[src/rtl/shift_pkg.sv]
// Shared definitions for the multi-cycle shifter front end.
//   WIDTH  : data width (stage wiring is fixed, so only 16 is legal)
//   CNT_W  : shift-count width, log2(WIDTH)
//   OP_*   : opcode encodings
//   state_e: controller state encoding
package shift_pkg;

  localparam int unsigned WIDTH = 16;
  localparam int unsigned CNT_W = 4;

  localparam logic [1:0] OP_ROL = 2'b00;
  localparam logic [1:0] OP_SLL = 2'b01;
  localparam logic [1:0] OP_SRA = 2'b10;
  localparam logic [1:0] OP_SRL = 2'b11;

  typedef enum logic [2:0] {
    StIdle = 3'd0,
    StS8   = 3'd1,
    StS4   = 3'd2,
    StS2   = 3'd3,
    StS1   = 3'd4,
    StDone = 3'd5
  } state_e;

endpackage

[src/rtl/shift_stage.sv]
// One fixed-amount shift stage, purely combinational.
//   in  : operand
//   op  : opcode (ROL, SLL, SRA, SRL)
//   sh  : 1 applies the shift, 0 passes the operand through
//   out : result
module shift_stage
  import shift_pkg::*;
#(
  parameter int unsigned AMT = 1
) (
  input  logic [WIDTH-1:0] in,
  input  logic [1:0]       op,
  input  logic             sh,
  output logic [WIDTH-1:0] out
);

  logic [WIDTH-1:0] shifted;

  always_comb begin
    shifted = in;
    unique case (op)
      OP_ROL:  shifted = {in[WIDTH-1-AMT:0], in[WIDTH-1:WIDTH-AMT]};
      OP_SLL:  shifted = {in[WIDTH-1-AMT:0], {AMT{1'b0}}};
      OP_SRA:  shifted = {{AMT{in[WIDTH-1]}}, in[WIDTH-1:AMT]};
      OP_SRL:  shifted = {{AMT{1'b0}}, in[WIDTH-1:AMT]};
      default: shifted = in;
    endcase
    out = sh ? shifted : in;
  end

endmodule

[src/rtl/shift_seq_ctrl.sv]
// Multi-cycle 16-bit shifter front end between issue logic and the writeback mux.
// Latches operand/opcode/count, then applies the 8, 4, 2 and 1 stages on successive
// cycles (each gated by its count bit) and presents the result until it is taken.
//   clk, rst_n            : clock, asynchronous active-low reset
//   in_valid/in_ready     : request handshake; in_data, in_op, in_cnt carry the request
//   out_valid/out_ready   : result handshake; out_data carries the result
//   busy                  : 1 whenever the controller is not idle
module shift_seq_ctrl
  import shift_pkg::*;
(
  input  logic             clk,
  input  logic             rst_n,
  input  logic             in_valid,
  output logic             in_ready,
  input  logic [WIDTH-1:0] in_data,
  input  logic [1:0]       in_op,
  input  logic [CNT_W-1:0] in_cnt,
  output logic             out_valid,
  input  logic             out_ready,
  output logic [WIDTH-1:0] out_data,
  output logic             busy
);

  state_e           state_q;
  logic [WIDTH-1:0] data_q;
  logic [1:0]       op_q;
  logic [CNT_W-1:0] cnt_q;

  logic [WIDTH-1:0] s8_out, s4_out, s2_out, s1_out;
  logic             accept;

  // All stages see the current data_q; the FSM picks the one for the current state.
  shift_stage #(.AMT(8)) u_s8 (.in(data_q), .op(op_q), .sh(cnt_q[3]), .out(s8_out));
  shift_stage #(.AMT(4)) u_s4 (.in(data_q), .op(op_q), .sh(cnt_q[2]), .out(s4_out));
  shift_stage #(.AMT(2)) u_s2 (.in(data_q), .op(op_q), .sh(cnt_q[1]), .out(s2_out));
  shift_stage #(.AMT(1)) u_s1 (.in(data_q), .op(op_q), .sh(cnt_q[0]), .out(s1_out));

  // DONE with out_ready drains the result, so a new request can load on the same edge.
  assign in_ready  = (state_q == StIdle) | ((state_q == StDone) & out_ready);
  assign accept    = in_valid & in_ready;
  assign out_valid = (state_q == StDone);
  assign busy      = (state_q != StIdle);
  assign out_data  = data_q;

  always_ff @(posedge clk or negedge rst_n) begin
    if (!rst_n) begin
      state_q <= StIdle;
      data_q  <= '0;
      op_q    <= '0;
      cnt_q   <= '0;
    end else begin
      unique case (state_q)
        StIdle: begin
          if (accept) begin
            data_q  <= in_data;
            op_q    <= in_op;
            cnt_q   <= in_cnt;
            state_q <= StS8;
          end
        end
        StS8: begin
          data_q  <= s8_out;
          state_q <= StS4;
        end
        StS4: begin
          data_q  <= s4_out;
          state_q <= StS2;
        end
        StS2: begin
          data_q  <= s2_out;
          state_q <= StS1;
        end
        StS1: begin
          data_q  <= s1_out;
          state_q <= StDone;
        end
        StDone: begin
          if (accept) begin
            data_q  <= in_data;
            op_q    <= in_op;
            cnt_q   <= in_cnt;
            state_q <= StS8;
          end else if (out_ready) begin
            state_q <= StIdle;
          end
        end
        default: state_q <= StIdle;
      endcase
    end
  end

endmodule

[config.mk]
export PLATFORM = sky130hd
export DESIGN_NAME = shift_seq_ctrl
export DESIGN_NICKNAME = d
export VERILOG_FILES = /design/src/rtl/shift_pkg.sv /design/src/rtl/shift_stage.sv /design/src/rtl/shift_seq_ctrl.sv
export SDC_FILE = /design/constraint.sdc
export NUM_CORES = 1
export LEC_CHECK = 0
export BUFFER_PORTS_ARGS = -buffer_cell sky130_fd_sc_hd__buf_2
export CAP_MARGIN = 10
export CORE_ASPECT_RATIO = 0.8
export CORE_UTILIZATION = 45
export DETAILED_ROUTE_END_ITERATION = 16
export GPL_ROUTABILITY_DRIVEN = 0
export GPL_TIMING_DRIVEN = 0
export PLACE_DENSITY = 0.67
export SETUP_SLACK_MARGIN = 0.15
export SLEW_MARGIN = 20
export SYNTH_ARGS = -nofsm -noshare
export SYNTH_HDL_FRONTEND = slang
export SYNTH_SLANG_ARGS = --single-unit
[constraint.sdc]
create_clock -name clk -period 2.1 [get_ports clk]
set_input_delay 0.42 -clock clk [delete_from_list [all_inputs] [get_ports clk]]
set_output_delay 0.42 -clock clk [all_outputs]
set_load 0.01 [all_outputs]
==> reports/metrics.yaml, run 1 <==
status: "complete, no violations"
ys_seq_elements: 25
via_per_inst: 6.67
synth_top_area_share: 0.279
core-area_um2: 4680
worst_slew_pin_slew_ns: 0.593
syn-num-nets: 300
initial_core_util: 0.480
leakage_nw: 1.16
num_antenna_cells: 0
yosysTopAreaCell: "dfrtp_1"
port_buffers: 44
final-setup-viol-count: 0
h-tree-depth: 1
layout-drive-gt1-share: 0.333
clk_pin_slew_ns: 0.10
arrival_ns: 1.51
hold_class: "in2async"
cp-end-kind: "output pin"
drcViolationCount: 0
die_x_um: 81.0
synth_flop_cell: "dfrtp_1"
ir_drop_v: 0.00104
dr.pass1.iters: 7
syn_area_per_cell_um2: 8.20
insertion_delay_ns: 0.28
register_area_um2: 626
fmax_mhz: 519
critical_path_class: "reg2out"
wl_met1_mm: 3.30
antenna_found_initial: 0
ioPinCount: 45
synth_warnings: 0
routedWlPerCell_um: 19.8
async_reset_ff_frac: 1.00
fin_worst_skew_ns: 0.00890
grt_pass1_wl_mm: 12.4
synth_edf_count: 0
track_usage: 0.315
slew_violations: 0
ys_top_cells_by_area: "dfrtp_1 28%, a21oi_1 6.7%, nand2_1 5.5%"
grt_pass1_vias: 2371
syn_area_um2: 2250
met2_length_mm: 3.28
vias: 2643
dr_wl_met3_mm: 1.09
cts_tree: "built"
die_h_um: 65.2
drt_iter0_markers: 424
rows: 22
critPathRequiredTime_ns: 1.68
min_period_over_period: 0.918
maxUsedRoutingLayer: "met4"
cts_made_buffers: 3
place_hpwl_mm: 5.57
final.setup.tns_ns: 0
postSynthCellCount: 274
maxCapViolations: 0
antenna_left: 0
fin_nets: 363
finalWirelength_mm: 7.83
nFillCells: 443
cts_buffer_depth: 2
yosysSeqAreaShare: 0.279
syn2layout_area_growth_pct: 22.0
max_slew_margin: 0.605
rsz0062_at_grt: "true"
fin_crit_ns: 1.93
cts_root_buf: "clkbuf_8"
hold_buffers: 0
fin_hold_ws_ns: 0.122
multi_input_area_um2: 1460
synth.distinct_cells: 60
start_kind: "flip-flop"
grt_max_degree: 26
die_area_um2: 5280
cp_max_fo: 8
cts.sinks: 25
layout.cells.most_common: "buf_2"
final_cell_mix: "49 x buf_2, 31 x nand2_1, 30 x a21oi_1"
power-per-cell-area_nw_per_um2: 1990
grt-ovfl-total: 0
finalHoldViolations: 0
-- state kept, by name (all words and copies together) (netlist names) --
register	cells
out_data	16
op_q	2
state_q	3
cnt_q	4
-- worst max-delay path, cell delays in order (launching register included) --
cell and delay, ns:
dfrtp_1 0.38, buf_6 0.13, or2_4 0.27, a21oi_4 0.12
a21boi_2 0.17, buf_2 0.14
-- through the flow --
stage                     power [mW]  utilization  area, µm²  instances  setup WS (ns)
after detailed placement        4.68        0.543       2540        378          0.130
after floorplan                 3.66            -       2250        274          0.306
final                           5.46        0.585       2740        396          0.172
after global routing            5.81        0.585       2740        396          0.119
after CTS                       5.19        0.572       2680        390          0.152
after global placement          4.70        0.543       2540        378          0.126
-- report_power, final --
part           switching [mW]  total [mW]  internal (mW)
combinational            2.28        4.01           1.73
clock                   0.170       0.306          0.136
sequential              0.395        1.14          0.746
total                    2.84        5.46           2.62
-- routing by layer --
metal  track usage  vias to the layer above
li1              -                     1154
met1         0.462                     1235
met2         0.467                      223
met3        0.0708                       31
met4        0.0670                        0
met5             0                        -
-- cells in the mapped netlist, drive strengths merged, types with 2 or more instances --
| cell type | count |
|---|---|
| a2111oi | 5 |
| a211o | 4 |
| a211oi | 5 |
| a21boi | 2 |
| a21oi | 33 |
| a221oi | 4 |
| a22oi | 3 |
| a311o | 2 |
| a31oi | 14 |
| a32oi | 4 |
| and2 | 2 |
| and3 | 5 |
| buf | 19 |
| dfrtp | 25 |
| inv | 6 |
| maj3 | 2 |
| mux2 | 6 |
| mux2i | 5 |
| mux4 | 2 |
| nand2 | 36 |
| nand2b | 9 |
| nand3 | 2 |
| nor2 | 26 |
| nor2b | 6 |
| nor3 | 4 |
| nor3b | 2 |
| o211ai | 3 |
| o21ai | 15 |
| o221ai | 2 |
| o22ai | 6 |
| o2bb2ai | 2 |
-- cells by family (layout without fill, tap and decap cells) --
family | after synthesis | count (layout) | share of synthesized area
AO/OA/AOI/OAI | 109 | 109 | 0.340
AND/OR/NAND/NOR | 97 | 97 | 0.213
buffers and inverters | 27 | 89 | 0.0808
flip-flops | 25 | 25 | 0.279
multiplexers | 13 | 13 | 0.0741
adder cells (fa/ha/maj) | 2 | 2 | 0.00891
XOR/XNOR | 1 | 1 | 0.00390
-- worst paths after layout --
path	from	endpoint	slack, ns	depth (start not counted)
max in group asynchronous	rst_n	out_data[3]$_DFFE_PN0P_	1.57	1
worst max register to register	state_q[2]$_DFFE_PN0P_	out_data[12]$_DFFE_PN0P_	0.20	7
worst min-delay path	rst_n	state_q[1]$_DFFE_PN0P_	0.12	1
worst min register to register	cnt_q[0]$_DFFE_PN0P_	cnt_q[0]$_DFFE_PN0P_	0.52	1
worst max-delay path	state_q[2]$_DFFE_PN0P_	in_ready	0.17	5
min in group clk	in_op[1]	op_q[1]$_DFFE_PN0P_	0.35	3
-- cell type report --
type | count | share of cell area
Multi-Input combinational cell | 222 | 0.534
Sequential cell | 25 | 0.228
Timing Repair Buffer | 58 | 0.119
Buffer | 20 | 0.0653
Tap cell | 60 | 0.0274
Clock buffer | 4 | 0.0164
Inverter | 7 | 0.00959
-- repair_timing --
| item | CTS | global route |
|---|---|---|
| gates resized for setup | 9 | 5 |
| cloned | 0 | 0 |
| buffers inserted | 8 | 6 |
| pin swaps | 2 | 4 |
| endpoints found under the setup margin | 3 | 2 |
Note: power is estimated with default switching activity, not from simulation.
==> run 2, diff against run 1 <==
--- a/config.mk
+++ b/config.mk
@@ -5,14 +5,14 @@
 export SDC_FILE = /design/constraint.sdc
 export NUM_CORES = 1
 export LEC_CHECK = 0
-export BUFFER_PORTS_ARGS = -buffer_cell sky130_fd_sc_hd__buf_2
+export BUFFER_PORTS_ARGS = -buffer_cell sky130_fd_sc_hd__buf_4
 export CAP_MARGIN = 10
 export CORE_ASPECT_RATIO = 0.8
-export CORE_UTILIZATION = 45
+export CORE_MARGIN = 5
+export CORE_UTILIZATION = 43
 export DETAILED_ROUTE_END_ITERATION = 16
 export GPL_ROUTABILITY_DRIVEN = 0
 export GPL_TIMING_DRIVEN = 0
-export PLACE_DENSITY = 0.67
 export SETUP_SLACK_MARGIN = 0.15
 export SLEW_MARGIN = 20
 export SYNTH_ARGS = -nofsm -noshare
==> run 2 against run 1 <==
  * Hold slack got worse by 0.089 ns
  * Global-route usage down 6.4 points
  * Core utilization shrank 2.0 points
  * Sequential power hardly changed
  * Clock power barely moved
  * Combinational power rose by 4%
  * Register-to-register slack barely moved
  * Highest routed layer unchanged
  * Critical path type unchanged
  * Critical path depth did not move
==> reports/metrics.yaml, run 2 (synthesis results as in run 1) <==
register_area_um2: 626
antenna_found_initial: 0
finalHoldViolations: 0
reg2reg_depth: 6
core-area_um2: 5040
clk_pin_slew_ns: 0.10
dr.pass1.iters: 6
power-per-cell-area_nw_per_um2: 1980
ir_drop_v: 0.000917
status: "complete, no violations"
cp-startpoint: "state_q[0]$_DFFE_PN0P_"
fmax_mhz: 514
drt_iter0_markers: 422
insertion_delay_ns: 0.28
finalWorstSetupSlack_ns: 0.155
h-tree-depth: 1
grt-ovfl-total: 0
routedWlPerCell_um: 21.6
total_power_mw: 5.63
final-setup-viol-count: 0
fin_worst_skew_ns: 0.00397
final_cell_mix: "56 x buf_4, 31 x nand2_1, 30 x a21oi_1"
critical_path_class: "reg2out"
vias: 2579
layout-drive-gt1-share: 0.335
leakage_nw: 1.18
num_antenna_cells: 0
use_met3: 0.0739
r2r-start: "state_q[2]$_DFFE_PN0P_"
cts_made_buffers: 3
cts_root_buf: "clkbuf_8"
grt_pass1_wl_mm: 13.4
cp-end-kind: "output pin"
rows: 23
hold_class: "in2async"
min_period_over_period: 0.926
cts_buffer_depth: 2
fin_crit_ns: 1.95
crit_path_end: "in_ready"
drcViolationCount: 0
die_h_um: 74.6
place_hpwl_mm: 6.05
max_slew_margin: 0.668
largest_reg_flops: 16
grt-busiest-layer: "met2"
die_area_um2: 6780
slew_violations: 0
hold_buffers: 0
cp_max_fo: 4
multi_input_area_um2: 1490
path_cells: "buf_6 > or2_4 > a21oi_4 > a21boi_2 > buf_4"
crit_path_top_delay_cell: "dfrtp_1"
grtUsageMet2: 0.376
met1_usage: 0.354
r2r_end: "out_data[13]$_DFFE_PN0P_"
ff2ff_setup_slack_ns: 0.19
final.setup.tns_ns: 0
fin_nets: 358
ioPinCount: 45
critPathRequiredTime_ns: 1.68
layout.cells.most_common: "buf_4"
grt_pass1_vias: 2496
finalWirelength_mm: 8.49
pre_cts_ws_ns: 0.0965
via_per_inst: 6.56
rsz0062_at_grt: "true"
track_usage: 0.251
initial_core_util: 0.446
start_kind: "flip-flop"
die_x_um: 90.8
worst_slew_pin_slew_ns: 0.497
grt_max_degree: 26
cts.sinks: 25
port_buffers: 44
arrival_ns: 1.53
maxCapViolations: 0
cts_tree: "built"
crit_path_max_incr_delay_ns: 0.41
antenna_left: 0
syn2layout_area_growth_pct: 26.9
nFillCells: 476
[run 2: cell count changes in the layout (fill, tap and decap cells not counted), sizes merged]
cell      previous run  this run
clkinv               1         0
buf                 77        71
clkinvlp             0         2
[run 2: critical path, delay by kind of cell (launching register included)]
| kind | cells | cell delay (ns) |
|---|---|---|
| flip-flops | 1 | 0.41 |
| AO/OA/AOI/OAI | 2 | 0.31 |
| buffers and inverters | 2 | 0.26 |
| AND/OR/NAND/NOR | 1 | 0.27 |
[run 2: layout make-up]
| type | count | share of cell area |
|---|---|---|
| Inverter | 7 | 0.0114 |
| Multi-Input combinational cell | 222 | 0.521 |
| Clock inverter | 1 | 0.00264 |
| Tap cell | 62 | 0.0272 |
| Sequential cell | 25 | 0.220 |
| Clock buffer | 3 | 0.0145 |
| Buffer | 20 | 0.0624 |
| Timing Repair Buffer | 53 | 0.141 |
[run 2: per-stage QoR]
stage	instances	cell area (µm²)	hold WS (ns)	util
after floorplan	274	2250	0.124	-
after global placement	380	2650	0.350	0.527
after detailed placement	380	2650	0.361	0.527
after CTS	389	2770	0.0438	0.551
after global routing	393	2850	0.0539	0.566
final	393	2850	0.0333	0.566
[run 2: layer usage]
| layer | part of all wire | routed length, µm |
|---|---|---|
| met1 | 0.43 | 3610 |
| met2 | 0.43 | 3620 |
| met3 | 0.12 | 1010 |
| met4 | 0.029 | 242 |
| met5 | 0 | 0 |
[run 2: timing repair]
action	CTS	global route
endpoints found under the setup margin	3	11
pin swaps	3	5
gates resized for setup	10	11
buffers inserted	5	4
[run 2: report_power, final]
group / switching (mW) / internal (mW) / total (mW)
combinational: 2.36 / 1.82 / 4.18
sequential: 0.395 / 0.747 / 1.14
clock: 0.173 / 0.135 / 0.308
total: 2.93 / 2.70 / 5.63
[run 2: worst min path at each step]
| stage | slack (ns) | cells after the start | end |
|---|---|---|---|
| floorplan | 0.12 | 0 | cnt_q[0]$_DFFE_PN0P_ |
| global placement | 0.35 | 1 | state_q[1]$_DFFE_PN0P_ |
| detailed placement | 0.36 | 1 | state_q[1]$_DFFE_PN0P_ |
| CTS | 0.04 | 1 | out_data[3]$_DFFE_PN0P_ |
| global route | 0.05 | 1 | op_q[0]$_DFFE_PN0P_ |
| finish | 0.03 | 1 | state_q[1]$_DFFE_PN0P_ |
==> run 3, diff against run 2 <==
--- a/config.mk
+++ b/config.mk
@@ -13,6 +13,7 @@
 export DETAILED_ROUTE_END_ITERATION = 16
 export GPL_ROUTABILITY_DRIVEN = 0
 export GPL_TIMING_DRIVEN = 0
+export PLACE_DENSITY = 0.68
 export SETUP_SLACK_MARGIN = 0.15
 export SLEW_MARGIN = 20
 export SYNTH_ARGS = -nofsm -noshare
==> constraint.sdc (replaced) <==
create_clock -name clk -period 2.4 [get_ports clk]
set_input_delay 0.48 -clock clk [delete_from_list [all_inputs] [get_ports clk]]
set_output_delay 0.48 -clock clk [all_outputs]
set_load 0.01 [all_outputs]
==> run 3 against run 2 <==
  * Via count fell by 2.7%
  * Critical path depth is 1 higher
  * Final cell count shrank 1.8%
  * Flip-flop and latch count is the same
  * First-iteration DRC count is 3.3% lower
  * Sequential share of layout area increased by 0.97 points
  * Routed wire length shrank 6.5%
  * Worst setup slack improved by 0.081 ns
  * Cell area is 4.0% lower
  * Highest routed layer unchanged
==> reports/metrics.yaml, run 3 (synthesis results as in run 1) <==
status: "complete, no violations"
cp_common_cell: "buf_6"
ir_drop_v: 0.000713
die_x_um: 90.8
max_slew_margin: 0.696
drt_iter0_markers: 408
initial_core_util: 0.446
cp_max_fo: 10
cts_tree: "built"
arrival_ns: 1.68
grt-busiest-layer: "met2"
routedWlPerCell_um: 20.6
met1_usage: 0.320
critical_path.top_delay_family: "flip-flops"
layout.cells.most_common: "buf_4"
grt_max_degree: 26
num_antenna_cells: 0
vias: 2510
power-per-cell-area_nw_per_um2: 1700
fin_worst_skew_ns: 0.00211
die_area_um2: 6780
fmax_mhz: 462
reg2reg_depth: 6
syn2layout_area_growth_pct: 21.7
layout-drive-gt1-share: 0.309
grt_pass1_vias: 2416
insertion_delay_ns: 0.28
critical_path_class: "reg2out"
finalWirelength_mm: 7.94
cts_made_buffers: 3
cp.depth: 6
post_dp_cell_area_um2: 2650
cp-end-kind: "output pin"
grt-ovfl-total: 0
via_per_inst: 6.50
cts_root_buf: "clkbuf_8"
min_period_over_period: 0.902
finalHoldViolations: 0
critPathRequiredTime_ns: 1.92
leakage_nw: 1.13
largest_reg_flops: 16
clk_pin_slew_ns: 0.10
place_hpwl_mm: 5.79
path_cells: "buf_6 > buf_6 > nor2_2 > nand2_2 > a21boi_1 > buf_4"
hold_class: "in2async"
rows: 23
slew_violations: 0
start_kind: "flip-flop"
antenna_found_initial: 0
final_cell_mix: "51 x buf_4, 32 x nand2_1, 30 x a21oi_1"
maxCapViolations: 0
port_buffers: 44
ioPinCount: 45
use_met3: 0.0789
crit_path_max_incr_delay_ns: 0.46
path_buf_inv: 3
h-tree-depth: 1
drcViolationCount: 0
final-setup-viol-count: 0
fin_area_um2: 2730
final.setup.tns_ns: 0
fin_hold_ws_ns: 0.0871
die_h_um: 74.6
rsz0062_at_grt: "false"
crit_path_top_delay_cell: "dfrtp_2"
core-area_um2: 5040
fin_nets: 351
cts.sinks: 25
track_usage: 0.232
dr.pass1.iters: 5
fin_crit_ns: 2.16
antenna_left: 0
cts_buffer_depth: 2
grt_pass1_wl_mm: 12.5
worst_slew_pin_slew_ns: 0.455
grtUsageMet2: 0.348
## run 3: final timing paths
| check | startpoint | slack (ns) | endpoint |
|---|---|---|---|
| setup reg to reg | state_q[2]$_DFFE_PN0P_ | 0.56 | out_data[13]$_DFFE_PN0P_ |
| setup / recovery | state_q[0]$_DFFE_PN0P_ | 0.24 | in_ready |
| max in group asynchronous | rst_n | 2.05 | state_q[0]$_DFFE_PN0P_ |
| hold / removal | rst_n | 0.09 | out_data[9]$_DFFE_PN0P_ |
| min in group clk | in_op[1] | 0.40 | op_q[1]$_DFFE_PN0P_ |
| hold reg to reg | cnt_q[0]$_DFFE_PN0P_ | 0.52 | cnt_q[0]$_DFFE_PN0P_ |
## run 3: final cells by class
class	instances	area (µm²)
plain buffers	20	160
fillers	493	2300
flip-flops and latches	25	627
inverters	7	26.3
repair buffers	46	345
well taps	62	77.6
clock inverters	1	7.51
multi-input cells	222	1450
clock buffers	3	41.3
## run 3: repair_timing
action | 4_1_cts | 5_1_grt
gates cloned | 0 | 0
setup buffers | 1 | 1
gates resized for setup | 1 | 5
hold buffers | 0 | 0
endpoints found under the setup margin | 1 | 2
endpoints found under the hold margin | 0 | 0
pin swaps | 1 | 0
## run 3: routing by layer
layer	up-vias	part of all wire
li1	1128	-
met1	1159	0.43
met2	194	0.42
met3	29	0.13
met4	0	0.023
met5	-	0
## run 3: through the flow
step	util	worst slack, ns	power, mW	cells
global placement	0.527	0.366	4.21	380
CTS	0.540	0.158	4.54	385
global route	0.543	0.155	4.98	386
detailed placement	0.527	0.348	4.23	380
floorplan	-	0.546	3.20	274
finish	0.543	0.236	4.66	386
## run 3: power breakdown
part           leakage [nW]  switching [mW]  total, mW  internal [mW]
sequential            0.291           0.345       1.00          0.655
clock                0.0217           0.155      0.273          0.118
combinational         0.819            1.94       3.38           1.45
